==> config.mk <==
export PLATFORM = sky130hd
export DESIGN_NAME = mem_host_master_flat
export DESIGN_NICKNAME = d
export VERILOG_FILES = /design/src/rtl/mem_host_master_pkg.sv /design/src/rtl/mem_host_master_if.sv /design/src/rtl/mem_host_master.sv /design/src/flat_wrapper.sv
export SDC_FILE = /design/constraint.sdc
export NUM_CORES = 1
export LEC_CHECK = 0
export CAP_MARGIN = 20
export CORE_AREA = 2 2 157 159
export DETAILED_ROUTE_END_ITERATION = 10
export DIE_AREA = 0 0 159 161
export PLACE_DENSITY_LB_ADDON = 0.15
export SETUP_SLACK_MARGIN = 0.1
export SLEW_MARGIN = 20
export SYNTH_ARGS = -nofsm -noshare
export SYNTH_HDL_FRONTEND = slang
export SYNTH_SLANG_ARGS = --single-unit
==> constraint.sdc <==
create_clock -name i_clk -period 11.6 [get_ports i_clk]
set_input_delay 2.32 -clock i_clk [delete_from_list [all_inputs] [get_ports i_clk]]
set_output_delay 2.32 -clock i_clk [all_outputs]
set_load 0.01 [all_outputs]
==> src/rtl/mem_host_master_pkg.sv <==
// Shared definitions for the host-side memory port initiator: port op
// encodings, the halted-register address, FSM state type and small helpers.
package mem_host_master_pkg;

    localparam logic [1:0]  MEM_OP_NOP      = 2'h0;
    localparam logic [1:0]  MEM_OP_READ     = 2'h1;
    localparam logic [1:0]  MEM_OP_WRITE    = 2'h2;
    localparam logic [1:0]  REQ_OP_POLL     = 2'h3;

    localparam logic [63:0] MEM_ADDR_HALTED = 64'h8000_0000_0000_0000;

    typedef enum logic [2:0] {
        ST_IDLE  = 3'd0,
        ST_ISSUE = 3'd1,
        ST_WAIT  = 3'd2,
        ST_GAP   = 3'd3,
        ST_RESP  = 3'd4
    } state_t;

    // Saturating increment for the 16-bit attempt/wait/gap counters.
    function automatic logic [15:0] sat_inc16(input logic [15:0] value);
        logic [15:0] result;
        if (value == 16'hFFFF) begin
            result = value;
        end else begin
            result = value + 16'd1;
        end
        return result;
    endfunction

    // Request op to port op: a POLL is carried out as a READ, the port never sees op 3.
    function automatic logic [1:0] port_op(input logic [1:0] req_op);
        logic [1:0] result;
        case (req_op)
            MEM_OP_READ:  result = MEM_OP_READ;
            MEM_OP_WRITE: result = MEM_OP_WRITE;
            REQ_OP_POLL:  result = MEM_OP_READ;
            default:      result = MEM_OP_NOP;
        endcase
        return result;
    endfunction

endpackage

==> src/rtl/mem_host_master_if.sv <==
// Request, response and memory-port signals between the host transport,
// the initiator and the core's memory/register access port.
interface mem_host_master_if;

    // request channel (host -> initiator)
    logic        req_valid;
    logic        req_ready;
    logic [1:0]  req_op;
    logic [63:0] req_addr;
    logic [63:0] req_data;

    // response channel (initiator -> host)
    logic        rsp_valid;
    logic        rsp_ready;
    logic [63:0] rsp_data;
    logic        rsp_timeout;

    // memory/register port (initiator <-> core)
    logic [1:0]  mem_op;
    logic [63:0] mem_addr;
    logic [63:0] mem_data;
    logic [63:0] mem_rdata;
    logic        mem_op_pending;

    modport master (
        input  req_valid, req_op, req_addr, req_data,
        input  rsp_ready,
        input  mem_rdata, mem_op_pending,
        output req_ready,
        output rsp_valid, rsp_data, rsp_timeout,
        output mem_op, mem_addr, mem_data
    );

    modport slave (
        output req_valid, req_op, req_addr, req_data,
        output rsp_ready,
        output mem_rdata, mem_op_pending,
        input  req_ready,
        input  rsp_valid, rsp_data, rsp_timeout,
        input  mem_op, mem_addr, mem_data
    );

endinterface

==> src/rtl/mem_host_master.sv <==
// Host-side initiator: takes one READ/WRITE/POLL/NOP request at a time,
// drives a one-cycle op on the memory port, waits out the pending-read
// window, and returns exactly one response per request. All outputs are
// registered; reset is asynchronous and forces the port op back to NOP.
module mem_host_master
    import mem_host_master_pkg::*;
#(
    parameter int POLL_LIMIT = 1024,
    parameter int PEND_LIMIT = 16,
    parameter int POLL_GAP   = 4
) (
    input  logic              i_clk,
    input  logic              i_rst,
    mem_host_master_if.master bus
);

    // Limits widened by one bit so "count + 1 >= limit" cannot wrap.
    localparam logic [16:0] POLL_LIMIT_C = 17'(POLL_LIMIT);
    localparam logic [16:0] PEND_LIMIT_C = 17'(PEND_LIMIT);
    localparam logic [16:0] POLL_GAP_C   = 17'(POLL_GAP);

    state_t      state_r;
    logic [1:0]  op_r;
    logic        req_ready_r;
    logic        rsp_valid_r;
    logic [63:0] rsp_data_r;
    logic        rsp_timeout_r;
    logic [1:0]  mem_op_r;
    logic [63:0] mem_addr_r;
    logic [63:0] mem_data_r;
    logic [15:0] pend_cnt_r;
    logic [15:0] poll_cnt_r;
    logic [15:0] gap_cnt_r;

    logic        pend_hit_s;
    logic        poll_hit_s;
    logic        gap_done_s;
    logic [63:0] cap_data_s;
    logic        poll_retry_s;

    // Limit detection: true on the cycle whose count would reach the limit.
    always_comb begin
        pend_hit_s = (({1'b0, pend_cnt_r} + 17'd1) >= PEND_LIMIT_C);
        poll_hit_s = (({1'b0, poll_cnt_r} + 17'd1) >= POLL_LIMIT_C);
        gap_done_s = (({1'b0, gap_cnt_r}  + 17'd1) >= POLL_GAP_C);
    end

    // Data captured when pending is low in WAIT: writes report 0, reads/polls the port data.
    always_comb begin
        cap_data_s   = 64'h0;
        poll_retry_s = 1'b0;
        if (op_r == MEM_OP_WRITE) begin
            cap_data_s = 64'h0;
        end else begin
            cap_data_s = bus.mem_rdata;
        end
        if ((op_r == REQ_OP_POLL) && (cap_data_s[0] == 1'b0)) begin
            poll_retry_s = 1'b1;
        end else begin
            poll_retry_s = 1'b0;
        end
    end

    // Request/response FSM with all port and handshake outputs registered.
    always_ff @(posedge i_clk or posedge i_rst) begin
        if (i_rst) begin
            state_r       <= ST_IDLE;
            op_r          <= MEM_OP_NOP;
            req_ready_r   <= 1'b1;
            rsp_valid_r   <= 1'b0;
            rsp_data_r    <= 64'h0;
            rsp_timeout_r <= 1'b0;
            mem_op_r      <= MEM_OP_NOP;
            mem_addr_r    <= 64'h0;
            mem_data_r    <= 64'h0;
            pend_cnt_r    <= 16'h0;
            poll_cnt_r    <= 16'h0;
            gap_cnt_r     <= 16'h0;
        end else begin
            case (state_r)
                ST_IDLE: begin
                    if (bus.req_valid && req_ready_r) begin
                        op_r          <= bus.req_op;
                        req_ready_r   <= 1'b0;
                        rsp_data_r    <= 64'h0;
                        rsp_timeout_r <= 1'b0;
                        pend_cnt_r    <= 16'h0;
                        poll_cnt_r    <= 16'h0;
                        gap_cnt_r     <= 16'h0;
                        if (bus.req_op == MEM_OP_NOP) begin
                            rsp_valid_r <= 1'b1;
                            state_r     <= ST_RESP;
                        end else begin
                            // port op is registered here so it is visible during ISSUE only
                            mem_op_r   <= port_op(bus.req_op);
                            mem_addr_r <= bus.req_addr;
                            mem_data_r <= bus.req_data;
                            state_r    <= ST_ISSUE;
                        end
                    end
                end
                ST_ISSUE: begin
                    // pending is not valid yet; it appears one edge after the op
                    mem_op_r   <= MEM_OP_NOP;
                    pend_cnt_r <= 16'h0;
                    state_r    <= ST_WAIT;
                end
                ST_WAIT: begin
                    if (bus.mem_op_pending) begin
                        if (pend_hit_s) begin
                            rsp_timeout_r <= 1'b1;
                            rsp_valid_r   <= 1'b1;
                            state_r       <= ST_RESP;
                        end else begin
                            pend_cnt_r <= sat_inc16(pend_cnt_r);
                        end
                    end else begin
                        rsp_data_r <= cap_data_s;
                        if (poll_retry_s) begin
                            poll_cnt_r <= sat_inc16(poll_cnt_r);
                            if (poll_hit_s) begin
                                rsp_timeout_r <= 1'b1;
                                rsp_valid_r   <= 1'b1;
                                state_r       <= ST_RESP;
                            end else begin
                                gap_cnt_r <= 16'h0;
                                state_r   <= ST_GAP;
                            end
                        end else begin
                            rsp_valid_r <= 1'b1;
                            state_r     <= ST_RESP;
                        end
                    end
                end
                ST_GAP: begin
                    if (gap_done_s) begin
                        // re-issue the poll read at the same address
                        mem_op_r <= MEM_OP_READ;
                        state_r  <= ST_ISSUE;
                    end else begin
                        gap_cnt_r <= sat_inc16(gap_cnt_r);
                    end
                end
                ST_RESP: begin
                    // response held stable for as long as the consumer stalls
                    if (bus.rsp_ready) begin
                        rsp_valid_r <= 1'b0;
                        req_ready_r <= 1'b1;
                        state_r     <= ST_IDLE;
                    end
                end
                default: begin
                    mem_op_r    <= MEM_OP_NOP;
                    rsp_valid_r <= 1'b0;
                    req_ready_r <= 1'b1;
                    state_r     <= ST_IDLE;
                end
            endcase
        end
    end

    assign bus.req_ready   = req_ready_r;
    assign bus.rsp_valid   = rsp_valid_r;
    assign bus.rsp_data    = rsp_data_r;
    assign bus.rsp_timeout = rsp_timeout_r;
    assign bus.mem_op      = mem_op_r;
    assign bus.mem_addr    = mem_addr_r;
    assign bus.mem_data    = mem_data_r;

endmodule

==> src/flat_wrapper.sv <==
// flat-port wrapper written by rule: the top's interface ports become plain ports
module mem_host_master_flat import mem_host_master_pkg::*;
#(
    parameter int POLL_LIMIT = 1024,
    parameter int PEND_LIMIT = 16,
    parameter int POLL_GAP   = 4
)
  (i_clk, i_rst, bus_req_valid, bus_req_op, bus_req_addr, bus_req_data, bus_rsp_ready, bus_mem_rdata, bus_mem_op_pending, bus_req_ready, bus_rsp_valid, bus_rsp_data, bus_rsp_timeout, bus_mem_op, bus_mem_addr, bus_mem_data);
  mem_host_master_if bus_i ();
  input  logic i_clk;
  input  logic i_rst;
  input wire logic [$bits(bus_i.req_valid)-1:0] bus_req_valid;
  input wire logic [$bits(bus_i.req_op)-1:0] bus_req_op;
  input wire logic [$bits(bus_i.req_addr)-1:0] bus_req_addr;
  input wire logic [$bits(bus_i.req_data)-1:0] bus_req_data;
  input wire logic [$bits(bus_i.rsp_ready)-1:0] bus_rsp_ready;
  input wire logic [$bits(bus_i.mem_rdata)-1:0] bus_mem_rdata;
  input wire logic [$bits(bus_i.mem_op_pending)-1:0] bus_mem_op_pending;
  output wire logic [$bits(bus_i.req_ready)-1:0] bus_req_ready;
  output wire logic [$bits(bus_i.rsp_valid)-1:0] bus_rsp_valid;
  output wire logic [$bits(bus_i.rsp_data)-1:0] bus_rsp_data;
  output wire logic [$bits(bus_i.rsp_timeout)-1:0] bus_rsp_timeout;
  output wire logic [$bits(bus_i.mem_op)-1:0] bus_mem_op;
  output wire logic [$bits(bus_i.mem_addr)-1:0] bus_mem_addr;
  output wire logic [$bits(bus_i.mem_data)-1:0] bus_mem_data;
  assign bus_i.req_valid = bus_req_valid;
  assign bus_i.req_op = bus_req_op;
  assign bus_i.req_addr = bus_req_addr;
  assign bus_i.req_data = bus_req_data;
  assign bus_i.rsp_ready = bus_rsp_ready;
  assign bus_i.mem_rdata = bus_mem_rdata;
  assign bus_i.mem_op_pending = bus_mem_op_pending;
  assign bus_req_ready = bus_i.req_ready;
  assign bus_rsp_valid = bus_i.rsp_valid;
  assign bus_rsp_data = bus_i.rsp_data;
  assign bus_rsp_timeout = bus_i.rsp_timeout;
  assign bus_mem_op = bus_i.mem_op;
  assign bus_mem_addr = bus_i.mem_addr;
  assign bus_mem_data = bus_i.mem_data;
  mem_host_master #(.POLL_LIMIT(POLL_LIMIT), .PEND_LIMIT(PEND_LIMIT), .POLL_GAP(POLL_GAP)) u_core (.i_clk(i_clk), .i_rst(i_rst), .bus(bus_i));
endmodule
==> metrics.md, run 1 <==
| Metric | Value |
|---|---|
| Worst skew pair latency | `around 0.52 ns` |
| Hold Buf Count CTS | `0` |
| Wire length on met2 | `~14 mm` |
| Maximum level of the CTS H-tree | `1` |
| Post-synth EDFFs | `0` |
| Row count | `57` |
| Most frequent standard cell in the layout excluding fill and tap cells | `sky130_fd_sc_hd__clkdlybuf4s50_1` |
| Maximum vdd drop | `approximately 0.14 mV` |
| Result of the run | `finished clean` |
| Clk pin slew, worst setup/hold paths | `around 0.060 ns` |
| Worst relative slew slack | `between 30% and 40%` |
| Post-detailed-route DRC marker count | `0` |
| Final wirelength | `29.0 mm` |
| Setup_tns | `0 ns` |
| Clock network power share | `between 20% and 30%` |
| Inserted Clock Buffers | `27` |
| DR iter-0 viols | `slightly below 400` |
| Number of antenna violations at the first check in global routing | `3` |
| Average wire per cell in the routed design | `17.9 microns` |
| Max-slew violation total from the final report | `0` |
| Synth Register Bits | `250` |
| Sequential share of power | `between 30% and 40%` |
| Hpwl dp | `around 21 mm` |
| Setup crit end kind | `flop` |
| Launching element type of the critical path | `input pin` |
| Number of sinks on the clock net | `between 200 and 300` |
| Max Fclk | `203 MHz` |
| Design area | `between 15000 and 20000 sq um` |
| Clk Tree Root Cell | `sky130_fd_sc_hd__clkbuf_16` |
| Setup repair after global routing missed its margin | `false` |
| Leakage | `6.44 nW` |
| Commonest cells after routing, fill and taps aside | `sky130_fd_sc_hd__clkdlybuf4s50_1, sky130_fd_sc_hd__dfrtp_1, sky130_fd_sc_hd__nand2_1` |
| Top Metal Used | `met4` |
| Largest net degree at the start of global routing | `131` |
| Part of the power in combinational logic | `approximately two fifths` |
| First-pass iteration count of the detailed router | `4` |
| Internal power component | `approximately 0.0025 W` |
| Share of synthesized area occupied by flip-flops and latches | `approximately three fifths` |
| Category of the critical setup timing path | `in -> reg` |
| First-pass GRT wire length | `46.0 mm` |
| Die area | `approximately 26000 sq um` |
| Buffer levels on the longest clock path | `3` |
| Final-report setup violation count | `0` |
| CTS tree | `done` |
| Final GP Congestion | `about 0.82` |
| Fin crit share | `between 40% and 50%` |
| Amount of wire on met3 after detailed routing | `2.27 mm` |
| Total of buffers placed on input and output ports | `around 400` |
| Crit-path slowest cell | `sky130_fd_sc_hd__buf_4` |
| Syn_nets | `between 1000 and 1500` |
| Kind of cell adding the most delay to the critical path | `buffers and inverters` |
| Netlist area before placement | `10400 sq um` |
| Count of buffers added by post-CTS timing repair for setup | `0` |
| Switching power of the nets | `between 0.001 and 0.0015 W` |
| Per-instance average area after synthesis | `11.7 sq um` |
| Number of nets with antenna violations after routing | `0` |
| Net count of the finished layout | `between 1000 and 1500` |
| Vias | `~8000` |
| Post-synth top flop | `sky130_fd_sc_hd__dfrtp_1` |
| Required @ worst endpoint | `12.01 ns` |
| P&R area growth vs syn | `48.2%` |
| Final core utilization | `between 60 and 70%` |
| Floorplan die width | `around 160 microns` |
| Fraction of final layout cells sized beyond drive strength 1 | `~14%` |
| Worst clock skew | `0.0161 ns` |
| Starting Density | `a little over two fifths` |
| PostCTS Resize Cnt | `0` |
| Max_cap viols | `0` |
| Count of yosys warnings during synthesis | `0` |
| Critical Path, Cell by Cell | `clkdlybuf4s50_1 -> and2_1 -> nand2b_1 -> nor2_4 -> buf_4 -> buf_4 -> mux2_2` |
| Count of different cell masters after synthesis | `58` |
| Instance count of the mapped netlist | `895` |
| Final count of hold timing violations | `0` |
| Cell Area, Placed | `14700 sq um` |
| Buffers plus inverters on the worst setup path | `3` |
| Switching share of power | `between 30% and 40%` |
| Synth async-reset ratio | `100%` |
| Core footprint | `about 24000 sq um` |
| Met1 Wirelength | `~12 mm` |
| Peak per-stage delay on the critical path | `about 0.84 ns` |
| Pwr/cell area | `approximately 240 nW/um^2` |
| Arrival time at the worst endpoint | `5.34 ns` |
| Vias per Instance | `4.94` |
| Path class of the lowest-slack min-delay path | `reg -> reg` |
| Post-layout minimum cycle time | `slightly below 5 ns` |
| Ports placed on the boundary | `a little under 400` |
| Slew @ Worst Pin | `about 1.0 ns` |
| Critical path fanouts, max | `76` |
| Aggregate global-route resource usage | `between 20 and 25%` |
| Via count of the first global-routing pass | `roughly 8000` |
| CP dominant cell by count | `sky130_fd_sc_hd__buf_4` |
| Die boundary height | `161 microns` |
| Remaining Overflow, GRT | `0` |
==> sequential cells by signal, summed over array words and instances (netlist names) <==
name	flops
u_core.bus.mem_addr	64
u_core.bus.mem_data	64
u_core.bus.rsp_data	64
u_core.gap_cnt_r	16
u_core.pend_cnt_r	16
u_core.poll_cnt_r	16
u_core.state_r	3
u_core.bus.mem_op	2
u_core.op_r	2
u_core.bus.req_ready	1
u_core.bus.rsp_timeout	1
u_core.bus.rsp_valid	1
==> synth_stat cells (all sizes together), types with 2 or more instances <==
| master | count | share of area [%] |
|---|---|---|
| nand2b | 5 | 0.30 |
| nand2 | 163 | 5.9 |
| a21o | 3 | 0.22 |
| o311ai | 3 | 0.25 |
| o31ai | 4 | 0.29 |
| a32o | 2 | 0.19 |
| or2 | 2 | 0.12 |
| o21ai | 86 | 4.1 |
| xnor2 | 6 | 0.50 |
| nand3b | 3 | 0.22 |
| nand4 | 15 | 0.96 |
| buf | 17 | 0.92 |
| nor3b | 2 | 0.19 |
| dfrtp | 249 | 60 |
| nor3 | 11 | 0.53 |
| a211oi | 2 | 0.14 |
| a21oi | 7 | 0.37 |
| and4 | 2 | 0.17 |
| nand3 | 21 | 1.0 |
| clkbuf | 27 | 0.97 |
| nor4 | 11 | 0.72 |
| xor2 | 9 | 0.76 |
| or3 | 6 | 0.36 |
| mux2 | 131 | 14 |
| inv | 11 | 0.40 |
| a311oi | 3 | 0.25 |
| o211ai | 2 | 0.14 |
| o22ai | 2 | 0.12 |
| ha | 5 | 0.60 |
| mux2i | 3 | 0.29 |
| a2111oi | 2 | 0.41 |
| and2 | 29 | 1.7 |
| nor2 | 29 | 1.0 |
| a31oi | 2 | 0.12 |
| and3 | 5 | 0.30 |
==> layer usage <==
metal,up-vias,GRT usage (%)
met5,-,0
met2,302,37.8
met4,0,7.85
met3,49,6.75
li1,3885,-
met1,3788,27.7
==> final timing paths <==
path                                                           from                             endpoint  slack (ns)  cells after the start
worst max-delay path                                  bus_req_valid  u_core.bus.mem_addr[50]$_DFFE_PP0P_        6.67                      7
worst min-delay path            u_core.bus.rsp_data[28]$_DFFE_PP0P_  u_core.bus.rsp_data[28]$_DFFE_PP0P_        0.48                      2
worst max register to register        u_core.state_r[1]$_DFFE_PP0P_  u_core.bus.mem_addr[50]$_DFFE_PP0P_        8.07                      6
worst min register to register  u_core.bus.rsp_data[28]$_DFFE_PP0P_  u_core.bus.rsp_data[28]$_DFFE_PP0P_        0.48                      2
max in group asynchronous                                     i_rst  u_core.bus.mem_data[33]$_DFFE_PP0P_        7.81                      3
min in group asynchronous                                     i_rst  u_core.bus.rsp_data[62]$_DFFE_PP0P_        2.35                      2
==> power groups by stage <==
stage / sequential, W / combinational [W] / clock, W
floorplan: 0.00154 / 0.000479 / 0
finish: 0.00139 / 0.00149 / 0.000776
global route: 0.00144 / 0.00160 / 0.000839
CTS: 0.00140 / 0.00151 / 0.000800
global placement: 0.00139 / 0.00148 / 0
detailed placement: 0.00141 / 0.00150 / 0
==> worst reg2reg max path, stage by stage, from the launching register on <==
cell and delay [ns]:
sky130_fd_sc_hd__dfrtp_1 0.54, sky130_fd_sc_hd__or3_1 0.49, sky130_fd_sc_hd__nand2b_1 0.31, sky130_fd_sc_hd__nor2_4 0.15
sky130_fd_sc_hd__buf_4 0.54, sky130_fd_sc_hd__buf_4 0.85, sky130_fd_sc_hd__mux2_2 0.52
==> stage by stage <==
| stage | instances | hold WS (ns) | power (W) | setup WS (ns) |
|---|---|---|---|---|
| 2_1_floorplan | 895 | 0.468 | 0.00202 | 2.41 |
| 3_3_place_gp | 1576 | 0.460 | 0.00288 | 6.17 |
| 3_5_place_dp | 1576 | 0.469 | 0.00291 | 6.11 |
| 4_1_cts | 1620 | 0.482 | 0.00370 | 6.67 |
| 5_1_grt | 1623 | 0.504 | 0.00388 | 6.54 |
| 6_report | 1623 | 0.476 | 0.00366 | 6.67 |
==> logic make-up (layout without fill, tap and decap cells) <==
kind of cell	after synthesis	after routing	synth area share, %
mux	134	134	14.4
other cells	0	3	0
buf+inv	55	456	2.29
flops	250	250	60.0
xor+xnor	15	15	1.26
simple gates	309	309	13.9
compound gates	127	127	7.48
fa+ha+maj	5	5	0.600
==> area by class of cell <==
cell class / count / area, sq um
clock inverters: 5 / 28.8
inverters: 11 / 48.8
fillers: 1956 / 8500
diodes: 3 / 7.51
repair buffers: 401 / 4000
flip-flops and latches: 250 / 6260
well taps: 324 / 405
clock buffers: 39 / 751
multi-input cells: 590 / 3960
Note: power is estimated with default switching activity, not from simulation.
==> inputs of run 2 (changes only) <==
CORE_AREA = 2 2 165 167   (was 2 2 157 159)
DIE_AREA = 0 0 167 169   (was 0 0 159 161)
clock period = 4 ns   (was 11.6 ns; I/O delays follow)
==> metrics.md, run 2 (synthesis results as in run 1) <==
| Metric | Value |
|---|---|
| Number of placed cells counting well taps | `1601 (was 1576)` |
| Worst relative slew slack | `50.5% (was 30.1%)` |
| Fin crit share | `around 73%` |
| Via count of the first global-routing pass | `8249 (was 8029)` |
| Final instance count without filler cells | `1655 (was 1623)` |
| Net count of the finished layout | `1495 (was 1485)` |
| Clk Tree Root Cell | `sky130_fd_sc_hd__clkbuf_16 (unchanged)` |
| Critical Path, Cell by Cell | `ha_1 -> nand4_1 -> nor4_1 -> mux2_2 -> a2111oi_2 -> nand3_1 -> o2bb2ai_2 -> a32o_1 (was clkdlybuf4s50_1 -> and2_1 -> nand2b_1 -> nor2_4 -> buf_4 -> buf_4 -> mux2_2)` |
| Die area | `28200 sq um (was 25600 sq um)` |
| Post-placement setup slack | `0.862 ns (was 6.11 ns)` |
| Final-report setup violation count | `0 (unchanged)` |
| Setup slack of the critical path after layout | `1.06 ns (was 6.67 ns)` |
| Critical path startpoint | `u_core.gap_cnt_r[0]$_DFFE_PP0P_ (was bus_req_valid)` |
| Buffer levels on the longest clock path | `3 (unchanged)` |
| Switching share of power | `30.6% (was 31.3%)` |
| Number of nets with antenna violations after routing | `0 (unchanged)` |
| Core footprint | `26500 sq um (was 24000 sq um)` |
| Result of the run | `finished clean (unchanged)` |
| Number of fill cells | `2238 (was 1956)` |
| Final wirelength | `28.3 mm (was 29.0 mm)` |
| Antenna Cells | `0 (was 3)` |
| Clk pin slew, worst setup/hold paths | `0.06 ns (about the same)` |
| Most frequent standard cell in the layout excluding fill and tap cells | `sky130_fd_sc_hd__clkdlybuf4s50_1 (unchanged)` |
| CTS tree | `done (unchanged)` |
| Max-slew violation total from the final report | `0 (unchanged)` |
| Sequential share of power | `36.9% (was 38.1%)` |
| Hpwl dp | `20.5 mm (was 20.9 mm)` |
| Row count | `60 (was 57)` |
| Arrival time at the worst endpoint | `3.37 ns (was 5.34 ns)` |
| Commonest cells after routing, fill and taps aside | `sky130_fd_sc_hd__clkdlybuf4s50_1, sky130_fd_sc_hd__dfrtp_1, sky130_fd_sc_hd__nand2_1 (unchanged)` |
| Leakage | `6.59 nW (was 6.44 nW)` |
| Number of antenna violations at the first check in global routing | `0 (was 3)` |
| Number of sinks on the clock net | `250 (unchanged)` |
| Worst skew pair latency | `0.54 ns (was 0.52 ns)` |
| Start point of the worst hold path | `u_core.bus.rsp_data[59]$_DFFE_PP0P_ (was u_core.bus.rsp_data[28]$_DFFE_PP0P_)` |
| Maximum level of the CTS H-tree | `1 (unchanged)` |
| Vias per Instance | `4.90 (was 4.94)` |
| Floorplan die width | `167 microns (was 159 microns)` |
| Vias | `8102 (was 8024)` |
| Worst hold slack | `0.473 ns (was 0.476 ns)` |
| Launching element type of the critical path | `flop (was input pin)` |
| Clock network power share | `23.8% (was 21.2%)` |
| PostCTS Resize Cnt | `0 (unchanged)` |
| Beginning of the worst register-to-register path | `u_core.gap_cnt_r[0]$_DFFE_PP0P_ (was u_core.state_r[1]$_DFFE_PP0P_)` |
| Starting Density | `39.3% (was 43.5%)` |
| Count of buffers added by post-CTS timing repair for setup | `0 (unchanged)` |
| Total of buffers placed on input and output ports | `395 (unchanged)` |
| First-pass iteration count of the detailed router | `4 (unchanged)` |
| Slew @ Worst Pin | `0.741 ns (was 1.04 ns)` |
| Hold Buf Count CTS | `0 (unchanged)` |
| Post-detailed-route DRC marker count | `0 (unchanged)` |
| P&R area growth vs syn | `51.3% (was 48.2%)` |
| Inserted Clock Buffers | `29 (was 27)` |
| DR iter-0 viols | `339 (was 398)` |
| Remaining Overflow, GRT | `0 (unchanged)` |
| Aggregate global-route resource usage | `19.9% (was 22.4%)` |
| Fraction of final layout cells sized beyond drive strength 1 | `15.9% (was 14.4%)` |
| Final GP Congestion | `0.860 (was 0.819)` |
| Setup repair after global routing missed its margin | `false (unchanged)` |
| Worst clock skew | `0.0112 ns (was 0.0161 ns)` |
| Final count of hold timing violations | `0 (unchanged)` |
| Critical path fanouts, max | `16 (was 76)` |
| Largest net degree at the start of global routing | `86 (was 131)` |
| Maximum vdd drop | `0.434 mV (was 0.136 mV)` |
| Max Fclk | `around 340 MHz` |
| Required @ worst endpoint | `4.43 ns (was 12.01 ns)` |
| Pwr/cell area | `694 nW/um^2 (was 237 nW/um^2)` |
| Switching power of the nets | `0.00335 W (was 0.00114 W)` |
| Crit-path slowest cell | `sky130_fd_sc_hd__dfrtp_1 (was sky130_fd_sc_hd__buf_4)` |
| Setup crit end kind | `flop (unchanged)` |
| First-pass GRT wire length | `45.2 mm (was 46.0 mm)` |
| Part of the power in combinational logic | `39.3% (was 40.7%)` |
| Internal power component | `0.00760 W (was 0.00251 W)` |
| Path class of the lowest-slack min-delay path | `reg -> reg (unchanged)` |
| Ports placed on the boundary | `396 (unchanged)` |
| Category of the critical setup timing path | `reg -> reg (was in -> reg)` |
| Post-layout minimum cycle time | `just under 3 ns` |
| Die boundary height | `169 microns (was 161 microns)` |
| Average wire per cell in the routed design | `17.1 microns (was 17.9 microns)` |
| Max_cap viols | `0 (unchanged)` |
| Peak per-stage delay on the critical path | `0.44 ns (was 0.84 ns)` |
-- run 2: cell type report --
class	instances	area, sq um	share of cell area, %
multi-input combinational	590	3960	25.1
clock buffer	40	827	5.24
clock inverter	14	129	0.817
inverter	11	45.0	0.286
sequential	250	6260	39.7
tap	341	427	2.70
timing repair buffer	409	4130	26.2
-- run 2: final timing paths --
path	endpoint	slack [ns]	cells past startpoint
hold reg to reg	u_core.bus.rsp_data[59]$_DFFE_PP0P_	0.47	2
setup / recovery	u_core.gap_cnt_r[1]$_DFFE_PP0P_	1.06	8
setup reg to reg	u_core.gap_cnt_r[1]$_DFFE_PP0P_	1.06	8
hold / removal	u_core.bus.rsp_data[59]$_DFFE_PP0P_	0.47	2
min in group asynchronous	u_core.bus.mem_addr[8]$_DFFE_PP0P_	0.74	2
max in group asynchronous	u_core.bus.req_ready$_DFFE_PP1P_	2.38	3
-- run 2: routing by layer --
layer | GRT usage [%] | up-vias | part of all wire, % | routed length, microns
li1 | - | 3900 | - | -
met1 | 24.5 | 3835 | 40 | 11300
met2 | 34.0 | 320 | 49 | 13800
met3 | 6.34 | 47 | 9.2 | 2590
met4 | 4.80 | 0 | 2.1 | 586
met5 | 0 | - | 0 | 0
-- run 2: per-stage QoR --
step                TNS (ns)  instance area [sq um]  total power (W)  util, %
finish                     0                  15800           0.0110     59.5
global route               0                  15800           0.0116     59.5
CTS                        0                  15800           0.0111     59.5
detailed placement         0                  14800          0.00846     55.9
global placement           0                  14800          0.00837     55.9
floorplan             -21.63                  10400          0.00586        -
-- run 2: power groups by stage --
stage | Sequential (W) | Clock (W) | Combinational [W]
6_report | 0.00405 | 0.00261 | 0.00430
4_1_cts | 0.00406 | 0.00269 | 0.00438
2_1_floorplan | 0.00447 | 0 | 0.00139
3_5_place_dp | 0.00409 | 0 | 0.00436
5_1_grt | 0.00419 | 0.00280 | 0.00464
3_3_place_gp | 0.00405 | 0 | 0.00433
-- run 2: critical path, delay by kind of cell (launching register included) --
kind | cells | cell delay [ns]
flops | 1 | 0.44
compound gates | 3 | 0.91
simple gates | 3 | 0.87
mux | 1 | 0.38
fa+ha+maj | 1 | 0.23
==> inputs of run 3 (changes only) <==
CORE_AREA = 2 2 157 159   (was 2 2 165 167)
DIE_AREA = 0 0 159 161   (was 0 0 167 169)
clock period = 2.72 ns   (was 4 ns; I/O delays follow)
==> metrics.md, run 3 (synthesis results as in run 1) <==
| Metric | Value |
|---|---|
| P&R area growth vs syn | `53.9% (was 51.3%)` |
| Max-slew violation total from the final report | `0 (unchanged)` |
| Required @ worst endpoint | `3.14 ns (was 4.43 ns)` |
| Setup repair after global routing missed its margin | `true (was false)` |
| Arrival time at the worst endpoint | `3.00 ns (was 3.37 ns)` |
| Starting Density | `43.5% (was 39.3%)` |
| Leakage | `6.71 nW (was 6.59 nW)` |
| Max Fclk | `387 MHz (was 341 MHz)` |
| Most heavily used metal layer in global routing | `met2 (unchanged)` |
| Post-placement setup slack | `-0.0251 ns (was 0.862 ns)` |
| Path class of the lowest-slack min-delay path | `in -> async (was reg -> reg)` |
| Inserted Clock Buffers | `28 (was 29)` |
| Final GP Congestion | `0.843 (was 0.860)` |
| Result of the run | `finished clean (unchanged)` |
| GRT met2 Usage | `40.7% (was 34.0%)` |
| Worst clock skew | `0.0160 ns (was 0.0112 ns)` |
| Critical Path, Cell by Cell | `ha_2 -> nand4_1 -> nor4_2 -> mux2_4 -> a2111oi_4 -> nand3_2 -> o2bb2ai_4 -> a32o_1 (was ha_1 -> nand4_1 -> nor4_1 -> mux2_2 -> a2111oi_2 -> nand3_1 -> o2bb2ai_2 -> a32o_1)` |
| Net count of the finished layout | `1520 (was 1495)` |
| Die boundary height | `161 microns (was 169 microns)` |
| Setup slack of the critical path after layout | `0.139 ns (was 1.06 ns)` |
| Max_cap viols | `0 (unchanged)` |
| DR iter-0 viols | `565 (was 339)` |
| Number of antenna violations at the first check in global routing | `1 (was 0)` |
| Maximum level of the CTS H-tree | `1 (unchanged)` |
| Vias per Instance | `5.02 (was 4.90)` |
| First-pass iteration count of the detailed router | `5 (was 4)` |
| Ports placed on the boundary | `396 (unchanged)` |
| Average wire per cell in the routed design | `18.1 microns (was 17.1 microns)` |
| Number of nets with antenna violations after routing | `0 (unchanged)` |
| Most frequent standard cell in the layout excluding fill and tap cells | `sky130_fd_sc_hd__clkdlybuf4s50_1 (unchanged)` |
| Final Total Pwr | `0.0162 W (was 0.0110 W)` |
| Post-layout minimum cycle time | `2.58 ns (was 2.94 ns)` |
| Kind of cell adding the most delay to the critical path | `compound AO/OA/AOI/OAI gates (unchanged)` |
| Commonest cells after routing, fill and taps aside | `sky130_fd_sc_hd__clkdlybuf4s50_1, sky130_fd_sc_hd__dfrtp_1, sky130_fd_sc_hd__nand2_1 (unchanged)` |
| Post-detailed-route DRC marker count | `0 (unchanged)` |
| Total of buffers placed on input and output ports | `395 (unchanged)` |
| Design area | `16000 sq um (was 15800 sq um)` |
| Floorplan die width | `159 microns (was 167 microns)` |
| Buffers plus inverters on the worst setup path | `0 (unchanged)` |
| Category of the critical setup timing path | `reg -> reg (unchanged)` |
| Fin crit share | `94.9% (was 73.4%)` |
| Remaining Overflow, GRT | `0 (unchanged)` |
| Worst relative slew slack | `32.7% (was 50.5%)` |
| Met1 Resource Use GR | `27.7% (was 24.5%)` |
| Clk Tree Root Cell | `sky130_fd_sc_hd__clkbuf_16 (unchanged)` |
| Row count | `57 (was 60)` |
| Vias | `8337 (was 8102)` |
| Final count of hold timing violations | `0 (unchanged)` |
| Final-report setup violation count | `0 (unchanged)` |
| Via count of the first global-routing pass | `8238 (was 8249)` |
| Final core utilization | `67.0% (was 59.5%)` |
| Hpwl dp | `22.0 mm (was 20.5 mm)` |
| Pwr/cell area | `1010 nW/um^2 (was 694 nW/um^2)` |
| Peak per-stage delay on the critical path | `0.39 ns (was 0.44 ns)` |
| Clk pin slew, worst setup/hold paths | `0.06 ns (about the same)` |
| Launching element type of the critical path | `flop (unchanged)` |
| Crit-path slowest cell | `sky130_fd_sc_hd__dfrtp_1 (unchanged)` |
| Critical path fanouts, max | `8 (was 16)` |
| Worst skew pair latency | `0.54 ns (about the same)` |
| Largest net degree at the start of global routing | `80 (was 86)` |
| Number of sinks on the clock net | `250 (unchanged)` |
| Met3 Track Usage GR | `6.29% (was 6.34%)` |
| Final wirelength | `30.0 mm (was 28.3 mm)` |
| Setup crit end kind | `flop (unchanged)` |
| CTS tree | `done (unchanged)` |
| Slew @ Worst Pin | `1.00 ns (was 0.741 ns)` |
| Buffer levels on the longest clock path | `3 (unchanged)` |
| Core footprint | `24000 sq um (was 26500 sq um)` |
| Die area | `25600 sq um (was 28200 sq um)` |
| Cell Area, Placed | `15000 sq um (was 14800 sq um)` |
| First-pass GRT wire length | `47.1 mm (was 45.2 mm)` |
| Aggregate global-route resource usage | `22.9% (was 19.9%)` |
| Maximum vdd drop | `0.610 mV (was 0.434 mV)` |
| Fraction of final layout cells sized beyond drive strength 1 | `17.9% (was 15.9%)` |
| Setup_tns | `0 ns (unchanged)` |
==> run 3: final cells by class <==
class | count | area [sq um]
Clock inverter | 9 | 62.6
Tap cell | 324 | 405
Clock buffer | 41 | 820
Antenna cell | 2 | 5.00
Sequential cell | 250 | 6260
Multi-Input combinational cell | 591 | 4040
Fill cell | 1875 | 7920
Timing Repair Buffer | 434 | 4410
Inverter | 11 | 45.0
==> run 3: path summary, 6_finish.rpt <==
check	from	depth (start not counted)	endpoint	slack [ns]
worst min-delay path	i_rst	2	u_core.bus.rsp_data[49]$_DFFE_PP0P_	0.40
min in group i_clk	u_core.bus.rsp_data[43]$_DFFE_PP0P_	2	u_core.bus.rsp_data[43]$_DFFE_PP0P_	0.48
worst min register to register	u_core.bus.rsp_data[43]$_DFFE_PP0P_	2	u_core.bus.rsp_data[43]$_DFFE_PP0P_	0.48
max in group asynchronous	i_rst	3	u_core.bus.mem_data[35]$_DFFE_PP0P_	1.56
worst max register to register	u_core.gap_cnt_r[1]$_DFFE_PP0P_	8	u_core.gap_cnt_r[1]$_DFFE_PP0P_	0.14
worst max-delay path	u_core.gap_cnt_r[1]$_DFFE_PP0P_	8	u_core.gap_cnt_r[1]$_DFFE_PP0P_	0.14
==> run 3: worst register-to-register path: stages, from the launching register on <==
cell and delay, ns:
sky130_fd_sc_hd__dfrtp_1 0.39, sky130_fd_sc_hd__ha_2 0.21, sky130_fd_sc_hd__nand4_1 0.13, sky130_fd_sc_hd__nor4_2 0.34, sky130_fd_sc_hd__mux2_4 0.34, sky130_fd_sc_hd__a2111oi_4 0.39
sky130_fd_sc_hd__nand3_2 0.20, sky130_fd_sc_hd__o2bb2ai_4 0.24, sky130_fd_sc_hd__a32o_1 0.22
==> run 3: routing by layer <==
metal | part of all wire, % | vias to the layer above
met5 | 0 | -
met4 | 2.0 | 0
met3 | 7.5 | 43
met2 | 51 | 303
met1 | 39 | 4035
li1 | - | 3956
==> run 3: repair_timing <==
action,4_1_cts,5_1_grt
buffers inserted,0,4
gates resized for setup,0,14
endpoints found under the setup margin,0,25
hold buffers,0,0
==> run 3: through the flow <==
step / hold WS (ns) / instances
6_report: 0.402 / 1662
5_1_grt: 0.397 / 1661
4_1_cts: 0.379 / 1655
3_5_place_dp: 0.469 / 1605
3_3_place_gp: 0.460 / 1605
2_1_floorplan: 0.468 / 895
==> run 3: where the power goes <==
part | switching (W) | total, W | internal (W) | leakage (nW)
Clock | 0.00151 | 0.00360 | 0.00208 | 0.438
Combinational | 0.00279 | 0.00667 | 0.00388 | 3.05
Sequential | 0.000766 | 0.00592 | 0.00515 | 3.22
Total | 0.00507 | 0.0162 | 0.0111 | 6.71
